[src/rtl/pic_pkg.sv]
// pic_pkg: shared encodings, FSM states and helpers for the PIC control stage
package pic_pkg;
  localparam logic [2:0] F_ICW1 = 3'd0;
  localparam logic [2:0] F_ICW2 = 3'd1;
  localparam logic [2:0] F_ICW3 = 3'd2;
  localparam logic [2:0] F_ICW4 = 3'd3;
  localparam logic [2:0] F_OCW1 = 3'd4;
  localparam logic [2:0] F_OCW2 = 3'd5;
  localparam logic [2:0] RS_IMR = 3'b011;
  localparam logic [2:0] RS_IRR = 3'b001;
  localparam logic [2:0] RS_IRR_ALT = 3'b111;
  localparam logic [2:0] RS_ISR = 3'b101;
  localparam logic [2:0] OCW2_NSEOI = 3'b001;
  localparam logic [2:0] OCW2_SEOI = 3'b011;
  localparam int SPURIOUS_IDX_DEF = 7;
  typedef enum logic [1:0] {IDLE, ACK1, WAIT2, ACK2} state_e;
  // Index of the lowest set bit (IR0 is highest priority); 0 when v is empty
  function automatic logic [2:0] first_set(input logic [7:0] v);
    first_set = 3'd0;
    for (int i = 7; i >= 0; i--) if (v[i]) first_set = 3'(i);
  endfunction
endpackage

[src/rtl/pic_control_logic_priority.sv]
// pic_priority_resolver: fixed-priority winner among unmasked requests, gated by fully nested ISR
module pic_priority_resolver
  import pic_pkg::*;
(
  input  logic [7:0] irr_i,
  input  logic [7:0] imr_i,
  input  logic [7:0] isr_i,
  output logic       valid_o,
  output logic [2:0] idx_o
);
  logic [7:0] cand;
  // Winner must outrank every in-service level to be presented
  always_comb begin
    cand = irr_i & ~imr_i;
    idx_o = first_set(cand);
    valid_o = |cand && (isr_i == '0 || idx_o < first_set(isr_i));
  end
endmodule

[src/rtl/pic_control_logic.sv]
// pic_control_logic: IRR/ISR/IMR, priority, INT and INTA vector sequencing (PIC_AEOI_EN enables auto-EOI)
module pic_control_logic
  import pic_pkg::*;
#(
  parameter int NUM_IR = 8,
  parameter int SPURIOUS_IDX = SPURIOUS_IDX_DEF
) (
  input  logic              CLK,
  input  logic              RST,
  input  logic              WR_STB,
  input  logic [2:0]        FLAG,
  input  logic [7:0]        CMD_DATA,
  input  logic              RD_ACT,
  input  logic [2:0]        READ_SEL,
  input  logic [NUM_IR-1:0] IR,
  input  logic              INTA_N,
  output logic              INT,
  output logic [7:0]        DATA_OUT,
  output logic              DATA_OE
);
  localparam logic [NUM_IR-1:0] ONE = 1;
  logic [NUM_IR-1:0] irr_q, irr_d, isr_q, isr_d, imr_q, ir_prev_q;
  logic [NUM_IR-1:0] ack_mask, eoi_mask, aeoi_mask;
  logic [4:0] t_q;
  logic ltim_q, sngl_q, ic4_q, aeoi_q, init_q, inta_prev_q, spur_q;
  logic icw1, ocw2, fall, rise, ack, win_valid;
  logic [2:0] win_idx, idx_q;
  logic [7:0] rd_data;
  state_e state_q;

  pic_priority_resolver u_prio (
    .irr_i  (irr_q),
    .imr_i  (imr_q),
    .isr_i  (isr_q),
    .valid_o(win_valid),
    .idx_o  (win_idx)
  );

`ifdef PIC_AEOI_EN
  assign aeoi_mask = (state_q == ACK2 && rise && aeoi_q && !spur_q) ? ONE << idx_q : '0;
`else
  logic unused_aeoi;
  assign aeoi_mask = '0;
  assign unused_aeoi = ^{aeoi_q, spur_q};
`endif

  // Request/service next-state: ack clear beats new edge, ack set beats EOI
  always_comb begin
    icw1 = WR_STB && FLAG == F_ICW1;
    ocw2 = WR_STB && FLAG == F_OCW2;
    fall = inta_prev_q && !INTA_N;
    rise = !inta_prev_q && INTA_N;
    ack = state_q == IDLE && fall && !icw1;
    ack_mask = (ack && win_valid) ? ONE << win_idx : '0;
    eoi_mask = (ocw2 && CMD_DATA[7:5] == OCW2_SEOI) ? ONE << CMD_DATA[2:0] :
               (ocw2 && CMD_DATA[7:5] == OCW2_NSEOI && isr_q != '0) ? ONE << first_set(isr_q) : '0;
    irr_d = icw1 ? '0 : (ltim_q ? IR : irr_q | (IR & ~ir_prev_q)) & ~ack_mask;
    isr_d = icw1 ? '0 : (isr_q & ~eoi_mask & ~aeoi_mask) | ack_mask;
    rd_data = READ_SEL == RS_IMR ? imr_q :
              (READ_SEL == RS_IRR || READ_SEL == RS_IRR_ALT) ? irr_q :
              READ_SEL == RS_ISR ? isr_q : 8'h00;
  end

  // Initialization and mask registers written by command words
  always_ff @(posedge CLK) begin
    if (RST) begin
      t_q <= '0;
      ltim_q <= 1'b0;
      sngl_q <= 1'b0;
      ic4_q <= 1'b0;
      aeoi_q <= 1'b0;
      init_q <= 1'b0;
      imr_q <= '0;
    end else if (WR_STB) begin
      case (FLAG)
        F_ICW1: begin
          ltim_q <= CMD_DATA[3];
          sngl_q <= CMD_DATA[1];
          ic4_q <= CMD_DATA[0];
          imr_q <= '0;
          init_q <= 1'b0;
        end
        F_ICW2: begin
          t_q <= CMD_DATA[7:3];
          if (sngl_q && !ic4_q) init_q <= 1'b1;
        end
        F_ICW3: if (!ic4_q) init_q <= 1'b1;
        F_ICW4: begin
          aeoi_q <= CMD_DATA[1];
          init_q <= 1'b1;
        end
        F_OCW1: imr_q <= CMD_DATA;
        default: ;
      endcase
    end
  end

  // INTA sequencer with registered INT and data-bus outputs
  always_ff @(posedge CLK) begin
    if (RST) begin
      state_q <= IDLE;
      irr_q <= '0;
      isr_q <= '0;
      ir_prev_q <= '0;
      inta_prev_q <= 1'b1;
      idx_q <= '0;
      spur_q <= 1'b0;
      INT <= 1'b0;
      DATA_OUT <= 8'h00;
      DATA_OE <= 1'b0;
    end else begin
      irr_q <= irr_d;
      isr_q <= isr_d;
      ir_prev_q <= IR;
      inta_prev_q <= INTA_N;
      INT <= init_q && win_valid && state_q == IDLE;
      if (icw1) begin
        state_q <= IDLE;
        DATA_OE <= 1'b0;
      end else begin
        case (state_q)
          IDLE:
            if (fall) begin
              state_q <= ACK1;
              idx_q <= win_valid ? win_idx : 3'(SPURIOUS_IDX);
              spur_q <= !win_valid;
              DATA_OE <= 1'b0;
            end else begin
              DATA_OE <= RD_ACT;
              if (RD_ACT) DATA_OUT <= rd_data;
            end
          ACK1: if (rise) state_q <= WAIT2;
          WAIT2:
            if (fall) begin
              state_q <= ACK2;
              DATA_OUT <= {t_q, idx_q};
              DATA_OE <= 1'b1;
            end
          ACK2:
            if (rise) begin
              state_q <= IDLE;
              DATA_OE <= 1'b0;
            end
          default: state_q <= IDLE;
        endcase
      end
    end
  end
endmodule
[config.mk]
export PLATFORM = sky130hd
export DESIGN_NAME = pic_control_logic
export DESIGN_NICKNAME = d
export VERILOG_FILES = /design/src/rtl/pic_pkg.sv /design/src/rtl/pic_control_logic_priority.sv /design/src/rtl/pic_control_logic.sv
export SDC_FILE = /design/constraint.sdc
export NUM_CORES = 1
export LEC_CHECK = 0
export BUFFER_PORTS_ARGS = -buffer_cell sky130_fd_sc_hd__buf_4
export CORE_ASPECT_RATIO = 1.1
export CORE_MARGIN = 5
export CORE_UTILIZATION = 52
export CTS_BUF_LIST = sky130_fd_sc_hd__clkbuf_16
export DETAILED_ROUTE_END_ITERATION = 6
export PLACE_DENSITY = 0.83
export SYNTH_ARGS = -nofsm -noshare
export SYNTH_HDL_FRONTEND = slang
export SYNTH_HIERARCHICAL = 1
export SYNTH_SLANG_ARGS = --single-unit
[constraint.sdc]
create_clock -name CLK -period 2.4 [get_ports CLK]
set_input_delay 0.24 -clock CLK [delete_from_list [all_inputs] [get_ports CLK]]
set_output_delay 0.24 -clock CLK [all_outputs]
set_load 0.02 [all_outputs]
==> results.ini, run 1 <==
[place]
hpwl_mm=6.833
gp_congestion=1.015
portBuffers=36
post_dp_cell_area_um2=3651

[layout]
finish.net_count=476
drive_above_1_share_pct=28.64
final_core_util_pct=71.67
area_growth_pct=35.20
num_antenna_cells=0
finish.instance_area_um2=4109

[clock_network]
clk_latency_ns=0.33
htreeDepth=3
path_clk_slew_ns=0.05
cts_sinks=57
cts_buffer_depth=2
cts_made_buffers=9
cts_tree=done
clockRootBuffer=clkbuf_16

[yosys]
ys_seq_area_share_pct=37.55
synthTopCellsByCount=57 x dfxtp_1, 33 x nor2_1, 31 x inv_1, 25 x o21ai_0
avgSynthCellArea_um2=8.326
yosysTopAreaCell=dfxtp_1
syn-cell-area_um2=3039
synthFlopType=dfxtp_1
synth_top_area_share_pct=37.55
synth-edff-count=0
synth_warnings=6
syn_inst=365
synth.most_common_cell=dfxtp_1
synthTopCellsByArea=dfxtp_1 38%, o21ai_0 4.1%, nor2_1 4.1%
netlist-cell-type-count=53
async_flop_share_pct=0
synthesis.nets=399
ys_ff_latch=57

[power]
switching_share_pct=31.07
p_seq_share_pct=31.4
switchingPower_mw=1.087
p_int_mw=2.411
clock_power_share_pct=38.2
peakVddDrop_mv=0.7328
p_leak_nw=1.693
power_density_nw_per_um2=851.1
combPwrFrac_pct=30.4

[timing]
fin_skew_ns=0.007428
fin_ws_ns=-0.2853
setup_viol=20
max_slew_margin_pct=44.82
worst_slew_pin_slew_ns=0.8213
min_period_ns=2.685
finalHoldViolCount=0
whs_ns=0.1310
clock.fmax_mhz=372.4
final_max_slew_viol_count=0
min_period_over_period_pct=111.9
grt_setup_unrepaired=true

[outcome]
violations=negative setup slack
status=finished with violations

[die]
start_util_pct=53.01
fp.dieW_um=82.89
die_h_um=90.18
rows=29
core_um2=5733
num_io_pins=37
die_area_um2=7475

[global_route]
antenna_found_initial=0
grt_max_degree=35
grt_use_total_pct=26.50
grt_overflow=0
grt_pass1_vias=3211
grt_pass1_wl_mm=15.77

[detailed_routing]
drc=0
postRouteWirelength_mm=10.15
avgViaCountPerCell=6.235
drt_iter0_drc=370
num_vias=3267
wire_per_inst_um=19.36
ant_nets=0
dr.pass1.iters=5

[setup_path]
worstPathBufferInverterCount=2
crit_required_ns=2.62
path_delay_family=simple AND/OR/NAND/NOR gates
startpoint_type=register
crit_fanout=6
worstPathCellList=and2b_2 > a21oi_2 > buf_4 > buf_4 > a21oi_2 > ha_1 > a211o_1 > nor3_4 > a2bb2oi_4 > and3_4 > nand2_1 > and3_1
end_kind=register
critPathKind=reg -> reg
slowest_stage=a211o_1
cp_slowest_stage_delay_ns=0.35
cp.arrival_ns=2.90

[worst_hold_path]
hold_path.class=in -> reg

[run]
max_cap_viol_count=0

## worst paths after layout
kind,startpoint,endpoint,slack (ns),depth (start not counted)
worst max-delay path,imr_q[3],irr_q[3],-0.29,12
worst min-delay path,IR[1],ir_prev_q[1],0.13,2
worst max register to register,imr_q[3],irr_q[3],-0.29,12
worst min register to register,DATA_OE,DATA_OE,0.46,2
## power by group through the flow
stage / Sequential [mW] / Combinational (mW) / Clock, mW
3_3_place_gp: 1.11 / 0.844 / 0
4_1_cts: 1.10 / 0.947 / 1.34
2_1_floorplan: 1.13 / 0.542 / 0
5_1_grt: 1.11 / 1.13 / 1.40
3_5_place_dp: 1.11 / 0.876 / 0
6_report: 1.10 / 1.06 / 1.34
## state kept, by name, summed over array words and instances (netlist names)
| register | count |
|---|---|
| DATA_OE | 1 |
| DATA_OUT | 8 |
| INT | 1 |
| ic4_q | 1 |
| idx_q | 3 |
| imr_q | 8 |
| init_q | 1 |
| inta_prev_q | 1 |
| ir_prev_q | 8 |
| irr_q | 8 |
| isr_q | 8 |
| ltim_q | 1 |
| sngl_q | 1 |
| state_q | 2 |
| t_q | 5 |
## cell usage in the layout (no fill, tap or decap), types with 3 or more instances in the layout
master,synthesis,layout
a21oi_1,23,20
a21oi_2,0,3
a221o_1,7,7
a221oi_2,0,3
a311oi_1,4,4
a31oi_1,6,6
and2_1,7,7
and3_1,8,4
and3_4,0,4
buf_4,0,78
clkbuf_16,0,9
dfxtp_1,57,56
ha_1,7,6
inv_1,31,31
mux2i_1,9,9
nand2_1,23,21
nand2b_1,12,12
nand2b_4,3,3
nand3_1,12,11
nand3b_1,3,3
nor2_1,33,33
nor2b_1,13,11
nor2b_4,1,3
nor3_1,9,9
o21ai_0,25,23
o22ai_1,12,10
o311ai_0,4,4
or3_1,3,3
## through the flow
stage	power, mW	instances	setup slack (ns)	setup TNS (ns)
3_3_place_gp	1.952	498	-0.06867	-0.2481
5_1_grt	3.634	524	-0.3404	-4.986
2_1_floorplan	1.675	365	-0.07484	-0.2641
3_5_place_dp	1.988	498	-0.1616	-1.122
6_report	3.497	524	-0.2853	-3.882
4_1_cts	3.383	520	-0.07936	-0.2610
## repair_timing
item,CTS,global route
setup endpoints to repair,18,20
hold buffers,0,0
pin swaps,10,7
endpoints found under the hold margin,0,0
buffers inserted,6,4
gates resized for setup,7,8
## area by class of cell
type                       count  area [um2]
multi-input combinational    264        1846
fill                         441        1624
inverter                      31       116.4
clock inverter                 7       86.33
clock buffer                   9       225.2
sequential                    57        1142
timing repair buffer          79       596.8
tap                           77       96.34
## kinds of logic (layout without fill, tap and decap cells)
kind of cell             Yosys count  count (layout)  share of synthesized area [%]
AND/OR/NAND/NOR                  145             145                          27.79
AO/OA/AOI/OAI                    100             100                          22.11
flip-flops                        57              57                          37.55
buffers and inverters             44             126                          5.764
multiplexers                      10              10                          3.335
adder cells (fa/ha/maj)            7               7                          2.882
XOR/XNOR                           2               2                         0.5765
## layer usage
| layer | GRT usage, % | vias up | part of all wire, % |
|---|---|---|---|
| met4 | 14.99 | 0 | 5.8 |
| met2 | 45.05 | 200 | 49 |
| met5 | 0 | - | 0 |
| met1 | 30.05 | 1531 | 37 |
| met3 | 6.581 | 70 | 7.7 |
| li1 | - | 1466 | - |
No activity file was read; power rests on OpenSTA's default activity.
==> run 2: changes to the inputs <==
--- a/config.mk
+++ b/config.mk
@@ -8,10 +8,11 @@
 export BUFFER_PORTS_ARGS = -buffer_cell sky130_fd_sc_hd__buf_4
 export CORE_ASPECT_RATIO = 1.1
 export CORE_MARGIN = 5
-export CORE_UTILIZATION = 52
-export CTS_BUF_LIST = sky130_fd_sc_hd__clkbuf_16
+export CORE_UTILIZATION = 54
+export CTS_BUF_LIST = sky130_fd_sc_hd__clkbuf_8
 export DETAILED_ROUTE_END_ITERATION = 6
-export PLACE_DENSITY = 0.83
+export PLACE_DENSITY = 0.86
+export SETUP_SLACK_MARGIN = 0.05
 export SYNTH_ARGS = -nofsm -noshare
 export SYNTH_HDL_FRONTEND = slang
 export SYNTH_HIERARCHICAL = 1
==> results.ini, run 2 (synthesized netlist as in run 1, its figures left out) <==
[outcome]
status=finished with violations  ; unchanged
violations=negative setup slack  ; unchanged

[setup_path]
reg2reg_depth=11  ; was 12
worstPathCellList=nand2b_4 > o21ai_1 > nor3b_2 > nor2b_4 > ha_4 > a211o_1 > nor3_4 > a2bb2oi_4 > and3_4 > nand2_2 > and3_1  ; was and2b_2 > a21oi_2 > buf_4 > buf_4 > a21oi_2 > ha_1 > a211o_1 > nor3_4 > a2bb2oi_4 > and3_4 > nand2_1 > and3_1
crit_required_ns=2.64  ; was 2.62 ns
worst-r2r-setup-slack_ns=-0.25  ; was -0.29 ns
r2r_end=irr_q[0]  ; was irr_q[3]
crit_fanout=6  ; unchanged
r2r-start=imr_q[6]  ; was imr_q[3]
worstPathBufferInverterCount=0  ; was 2
critPathKind=reg -> reg  ; unchanged
cp_slowest_stage_delay_ns=0.41  ; was 0.35 ns
path_delay_family=simple AND/OR/NAND/NOR gates  ; unchanged
cp.arrival_ns=2.88  ; was 2.90 ns
startpoint_type=register  ; unchanged
slowest_stage=nor3b_2  ; was a211o_1
end_kind=register  ; unchanged

[clock_network]
cts_tree=done  ; unchanged
cts_sinks=57  ; unchanged
clockRootBuffer=clkbuf_8  ; was clkbuf_16
cts_made_buffers=9  ; unchanged
htreeDepth=3  ; unchanged
path_clk_slew_ns=0.07  ; was 0.05 ns
clk_latency_ns=0.34  ; was 0.33 ns
cts_buffer_depth=2  ; unchanged

[global_route]
grt_pass1_vias=3009  ; was 3,211
grt_pass1_wl_mm=14.28  ; was 15.77 mm
antenna_found_initial=0  ; unchanged
grt_max_degree=35  ; unchanged
grt_use_total_pct=26.27  ; was 26.50%
grt_overflow=0  ; unchanged

[run]
max_cap_viol_count=0  ; unchanged

[power]
p_leak_nw=1.659  ; was 1.693 nW
peakVddDrop_mv=0.6728  ; was 0.7328 mV
power_density_nw_per_um2=774.1  ; was 851.1 nW/um2
p_total_mw=3.141  ; was 3.497 mW

[detailed_routing]
drc=0  ; unchanged
drt_iter0_drc=443  ; was 370
wire_per_inst_um=18.79  ; was 19.36 um
avgViaCountPerCell=6.305  ; was 6.235
postRouteWirelength_mm=9.809  ; was 10.15 mm
dr.pass1.iters=7  ; was 5
ant_nets=0  ; unchanged
num_vias=3291  ; was 3,267

[layout]
finish.net_count=476  ; unchanged
finish.instance_area_um2=4058  ; was 4109 um2
final_common_cell=buf_4  ; unchanged
area_growth_pct=33.51  ; was 35.20%
num_antenna_cells=0  ; unchanged
final_core_util_pct=74.72  ; was 71.67%
fillers=357  ; was 441
mostFrequentLayoutCells=75 x buf_4, 56 x dfxtp_1, 33 x nor2_1  ; was 78 x buf_4, 56 x dfxtp_1, 33 x nor2_1
drive_above_1_share_pct=30.43  ; was 28.64%

[timing]
clock.fmax_mhz=377.8  ; was 372.4 MHz
setup_viol=19  ; was 20
fin_skew_ns=0.007128  ; was 0.007428 ns
min_period_ns=2.647  ; was 2.685 ns
finalHoldViolCount=0  ; unchanged
worst_slew_pin_slew_ns=0.7352  ; was 0.8213 ns
grt_setup_unrepaired=true  ; unchanged
fin_ws_ns=-0.2466  ; was -0.2853 ns
max_slew_margin_pct=50.61  ; was 44.82%
min_period_over_period_pct=110.3  ; was 111.9%
final_max_slew_viol_count=0  ; unchanged
whs_ns=0.1205  ; was 0.1310 ns

[place]
hpwl_mm=6.618  ; was 6.833 mm
dp_slack_ns=-0.1587  ; was -0.1616 ns
gp_congestion=0.9771  ; was 1.015
portBuffers=36  ; unchanged
post_dp_cell_area_um2=3649  ; was 3651 um2

[worst_hold_path]
hp-start=IR[1]  ; unchanged
hold_end=ir_prev_q[1]  ; unchanged
hold_path.class=in -> reg  ; unchanged
hold-path-cell-count=2  ; unchanged

[die]
die_h_um=88.68  ; was 90.18 um
num_io_pins=37  ; unchanged
die_area_um2=7230  ; was 7475 um2
start_util_pct=55.97  ; was 53.01%
core_um2=5430  ; was 5733 um2
fp.dieW_um=81.53  ; was 82.89 um
rows=28  ; was 29

## run 2: cell types whose count changed in the layout (fill, tap and decap cells not counted), sizes merged
cell	change
inv	-1
bufinv	-1
clkinv	-1
clkbuf	+3
## run 2: where the power goes
part / total [mW] / switching, mW / internal (mW)
Combinational: 1.09 / 0.596 / 0.493
Sequential: 1.10 / 0.0640 / 1.03
Clock: 0.956 / 0.394 / 0.562
Total: 3.14 / 1.05 / 2.09
## run 2: worst max path at each step
stage / from / endpoint / slack, ns / cells past startpoint
6_report: imr_q[6] / irr_q[0] / -0.25 / 11
5_1_grt: imr_q[6] / irr_q[0] / -0.30 / 11
4_1_cts: imr_q[3] / irr_q[1] / -0.11 / 11
3_5_place_dp: imr_q[3] / irr_q[1] / -0.16 / 11
3_3_place_gp: imr_q[3] / irr_q[0] / -0.06 / 11
2_1_floorplan: imr_q[3] / irr_q[0] / -0.07 / 11
## run 2: cell type report
| class | instances | area, um2 | share of cell area (%) |
|---|---|---|---|
| timing repair buffer | 79 | 608.1 | 14.99 |
| sequential | 57 | 1142 | 28.15 |
| tap | 75 | 93.84 | 2.313 |
| clock buffer | 12 | 165.2 | 4.070 |
| clock inverter | 4 | 50.05 | 1.233 |
| multi-input combinational | 264 | 1879 | 46.32 |
| inverter | 31 | 118.9 | 2.929 |
## run 2: what timing repair did
item                                    CTS  global route
buffers inserted                          6             5
endpoints found under the setup margin   20            20
pin swaps                                10             6
hold buffers                              0             0
gates resized for setup                   6            20
## run 2: per-layer routing
metal / GRT usage (%) / vias to the layer above / wire length [um]
met4: 15.67 / 0 / 633
met1: 29.74 / 1507 / 3493
met3: 4.684 / 83 / 862
met5: 0 / - / 0
met2: 45.70 / 237 / 4820
li1: - / 1464 / -
## run 2: through the flow
| stage | TNS [ns] | cells |
|---|---|---|
| global placement | -0.2105 | 496 |
| global route | -3.963 | 522 |
| finish | -2.949 | 522 |
| floorplan | -0.2636 | 365 |
| detailed placement | -1.361 | 496 |
| CTS | -0.8054 | 517 |
## run 2: worst register-to-register path, cell delays in order, from the launching register on
cell and delay (ns):
dfxtp_1 0.34, nand2b_4 0.14, o21ai_1 0.09, nor3b_2 0.41, nor2b_4 0.10, ha_4 0.25, a211o_1 0.28, nor3_4 0.16
a2bb2oi_4 0.24, and3_4 0.26, nand2_2 0.08, and3_1 0.20
==> run 3: changes to the inputs <==
--- a/config.mk
+++ b/config.mk
@@ -5,7 +5,7 @@
 export SDC_FILE = /design/constraint.sdc
 export NUM_CORES = 1
 export LEC_CHECK = 0
-export BUFFER_PORTS_ARGS = -buffer_cell sky130_fd_sc_hd__buf_4
+export BUFFER_PORTS_ARGS = -buffer_cell sky130_fd_sc_hd__buf_2
 export CORE_ASPECT_RATIO = 1.1
 export CORE_MARGIN = 5
 export CORE_UTILIZATION = 54
==> results.ini, run 3 (synthesized netlist as in run 1, its figures left out) <==
[outcome]
status=finished with violations  ; unchanged
violations=negative setup slack  ; unchanged

[layout]
drive_above_1_share_pct=29.40  ; was 30.43%
finish.net_count=478  ; was 476
num_antenna_cells=0  ; unchanged
final_common_cell=dfxtp_1  ; was buf_4
multiInputGateArea_um2=1851  ; was 1879 um2
mostFrequentLayoutCells=56 x dfxtp_1, 42 x buf_4, 36 x buf_2  ; was 75 x buf_4, 56 x dfxtp_1, 33 x nor2_1
area_growth_pct=29.64  ; was 33.51%
fillers=365  ; was 357
ff_latch_area_um2=1142  ; unchanged

[clock_network]
cts_sinks=57  ; unchanged
cts_buffer_depth=2  ; unchanged
htreeDepth=3  ; unchanged
path_clk_slew_ns=0.06  ; was 0.07 ns
clockRootBuffer=clkbuf_8  ; unchanged
cts_tree=done  ; unchanged
cts_made_buffers=9  ; unchanged
hold_buffers=0  ; unchanged
clk_latency_ns=0.34  ; about the same

[setup_path]
path_delay_family=simple AND/OR/NAND/NOR gates  ; unchanged
cp.arrival_ns=2.82  ; was 2.88 ns
worstPathCellList=nand2b_4 > o21ai_1 > nor3b_2 > nor2b_4 > ha_4 > a211o_1 > nor3_4 > a2bb2oi_4 > and3_4 > nand2_1 > and3_1  ; was nand2b_4 > o21ai_1 > nor3b_2 > nor2b_4 > ha_4 > a211o_1 > nor3_4 > a2bb2oi_4 > and3_4 > nand2_2 > and3_1
slowest_stage=dfxtp_1  ; was nor3b_2
end_kind=register  ; unchanged
worstPathBufferInverterCount=0  ; unchanged
critPathKind=reg -> reg  ; unchanged
cp_slowest_stage_delay_ns=0.34  ; was 0.41 ns
crit_required_ns=2.64  ; about the same
startpoint_type=register  ; unchanged
crit_fanout=6  ; unchanged

[timing]
worst_slew_pin_slew_ns=0.9500  ; was 0.7352 ns
finalHoldViolCount=0  ; unchanged
clock.fmax_mhz=387.6  ; was 377.8 MHz
min_period_ns=2.580  ; was 2.647 ns
fin_skew_ns=0.005991  ; was 0.007128 ns
whs_ns=0.1170  ; was 0.1205 ns
max_slew_margin_pct=36.18  ; was 50.61%
min_period_over_period_pct=107.5  ; was 110.3%
setup_viol=19  ; unchanged
final_max_slew_viol_count=0  ; unchanged
grt_setup_unrepaired=true  ; unchanged
fin_ws_ns=-0.1800  ; was -0.2466 ns

[detailed_routing]
dr.pass1.iters=6  ; was 7
postRouteWirelength_mm=9.948  ; was 9.809 mm
num_vias=3292  ; was 3,291
drc=0  ; unchanged
wire_per_inst_um=18.98  ; was 18.79 um
drt_iter0_drc=458  ; was 443
ant_nets=0  ; unchanged
avgViaCountPerCell=6.282  ; was 6.305

[place]
gp_congestion=0.9970  ; was 0.9771
hpwl_mm=6.627  ; was 6.618 mm
portBuffers=36  ; unchanged
dp_slack_ns=-0.1935  ; was -0.1587 ns

[global_route]
grt_pass1_wl_mm=15.15  ; was 14.28 mm
antenna_found_initial=0  ; unchanged
grt_max_degree=35  ; unchanged
grt_pass1_vias=3228  ; was 3,009
grt_overflow=0  ; unchanged
grt_use_total_pct=27.70  ; was 26.27%

[run]
max_cap_viol_count=0  ; unchanged

[die]
die_area_um2=7230  ; unchanged
core_um2=5430  ; unchanged
num_io_pins=37  ; unchanged
fp.dieW_um=81.53  ; unchanged
start_util_pct=55.97  ; unchanged
rows=28  ; unchanged
die_h_um=88.68  ; unchanged

[worst_hold_path]
hold_path.class=in -> reg  ; unchanged

[power]
power_density_nw_per_um2=786.6  ; was 774.1 nW/um2
peakVddDrop_mv=0.6524  ; was 0.6728 mV
p_leak_nw=1.655  ; was 1.659 nW

==> run 3: changes by cell type in the layout (fill, tap and decap cells not counted), moves of 2 or more <==
cell,delta
inv_1,+4
o22ai_2,-2
nand2_1,+2
buf_2,+36
buf_4,-33
clkinvlp_4,-2
nand2_2,-2
a221oi_4,-2
a221oi_2,+3
o22ai_1,+2
==> run 3: per-layer routing <==
| layer | wire, um | track usage [%] | vias to the layer above |
|---|---|---|---|
| li1 | - | - | 1469 |
| met1 | 3569 | 30.34 | 1538 |
| met2 | 4859 | 46.44 | 211 |
| met3 | 840 | 5.601 | 74 |
| met4 | 678 | 21.66 | 0 |
| met5 | 0 | 0 | - |
==> run 3: final cells by class <==
class                      count  share of cell area (%)
multi-input combinational    264                   46.97
sequential                    57                   28.99
timing repair buffer          81                   13.43
clock buffer                  12                   4.192
inverter                      31                   2.953
tap                           75                   2.382
clock inverter                 4                   1.080
==> run 3: worst paths after layout <==
check	from	endpoint	slack, ns	cells after the start
hold reg to reg	DATA_OE	DATA_OE	0.47	2
hold / removal	IR[2]	ir_prev_q[2]	0.12	2
setup / recovery	imr_q[6]	irr_q[2]	-0.18	11
setup reg to reg	imr_q[6]	irr_q[2]	-0.18	11
==> run 3: metrics by stage <==
| stage | cell area, um2 | power, mW | setup TNS (ns) | util, % | instances |
|---|---|---|---|---|---|
| 2_1_floorplan | 3095 | 1.675 | -0.2636 | - | 365 |
| 3_3_place_gp | 3536 | 1.922 | -0.2632 | 65.12 | 493 |
| 6_report | 3940 | 3.099 | -1.837 | 72.56 | 524 |
| 3_5_place_dp | 3536 | 1.964 | -1.448 | 65.12 | 493 |
| 5_1_grt | 3940 | 3.232 | -3.171 | 72.56 | 524 |
| 4_1_cts | 3821 | 2.945 | -0.5518 | 70.37 | 516 |
==> run 3: repair_timing <==
action                                  in CTS  in global routing
endpoints found under the setup margin      19                 26
buffers inserted                             7                  8
pin swaps                                    8                  2
gates resized for setup                      6                 12
==> run 3: power by group <==
group / total [mW] / switching, mW / internal (mW)
clock network: 0.934 / 0.379 / 0.555
registers: 1.10 / 0.0648 / 1.03
logic: 1.07 / 0.583 / 0.484
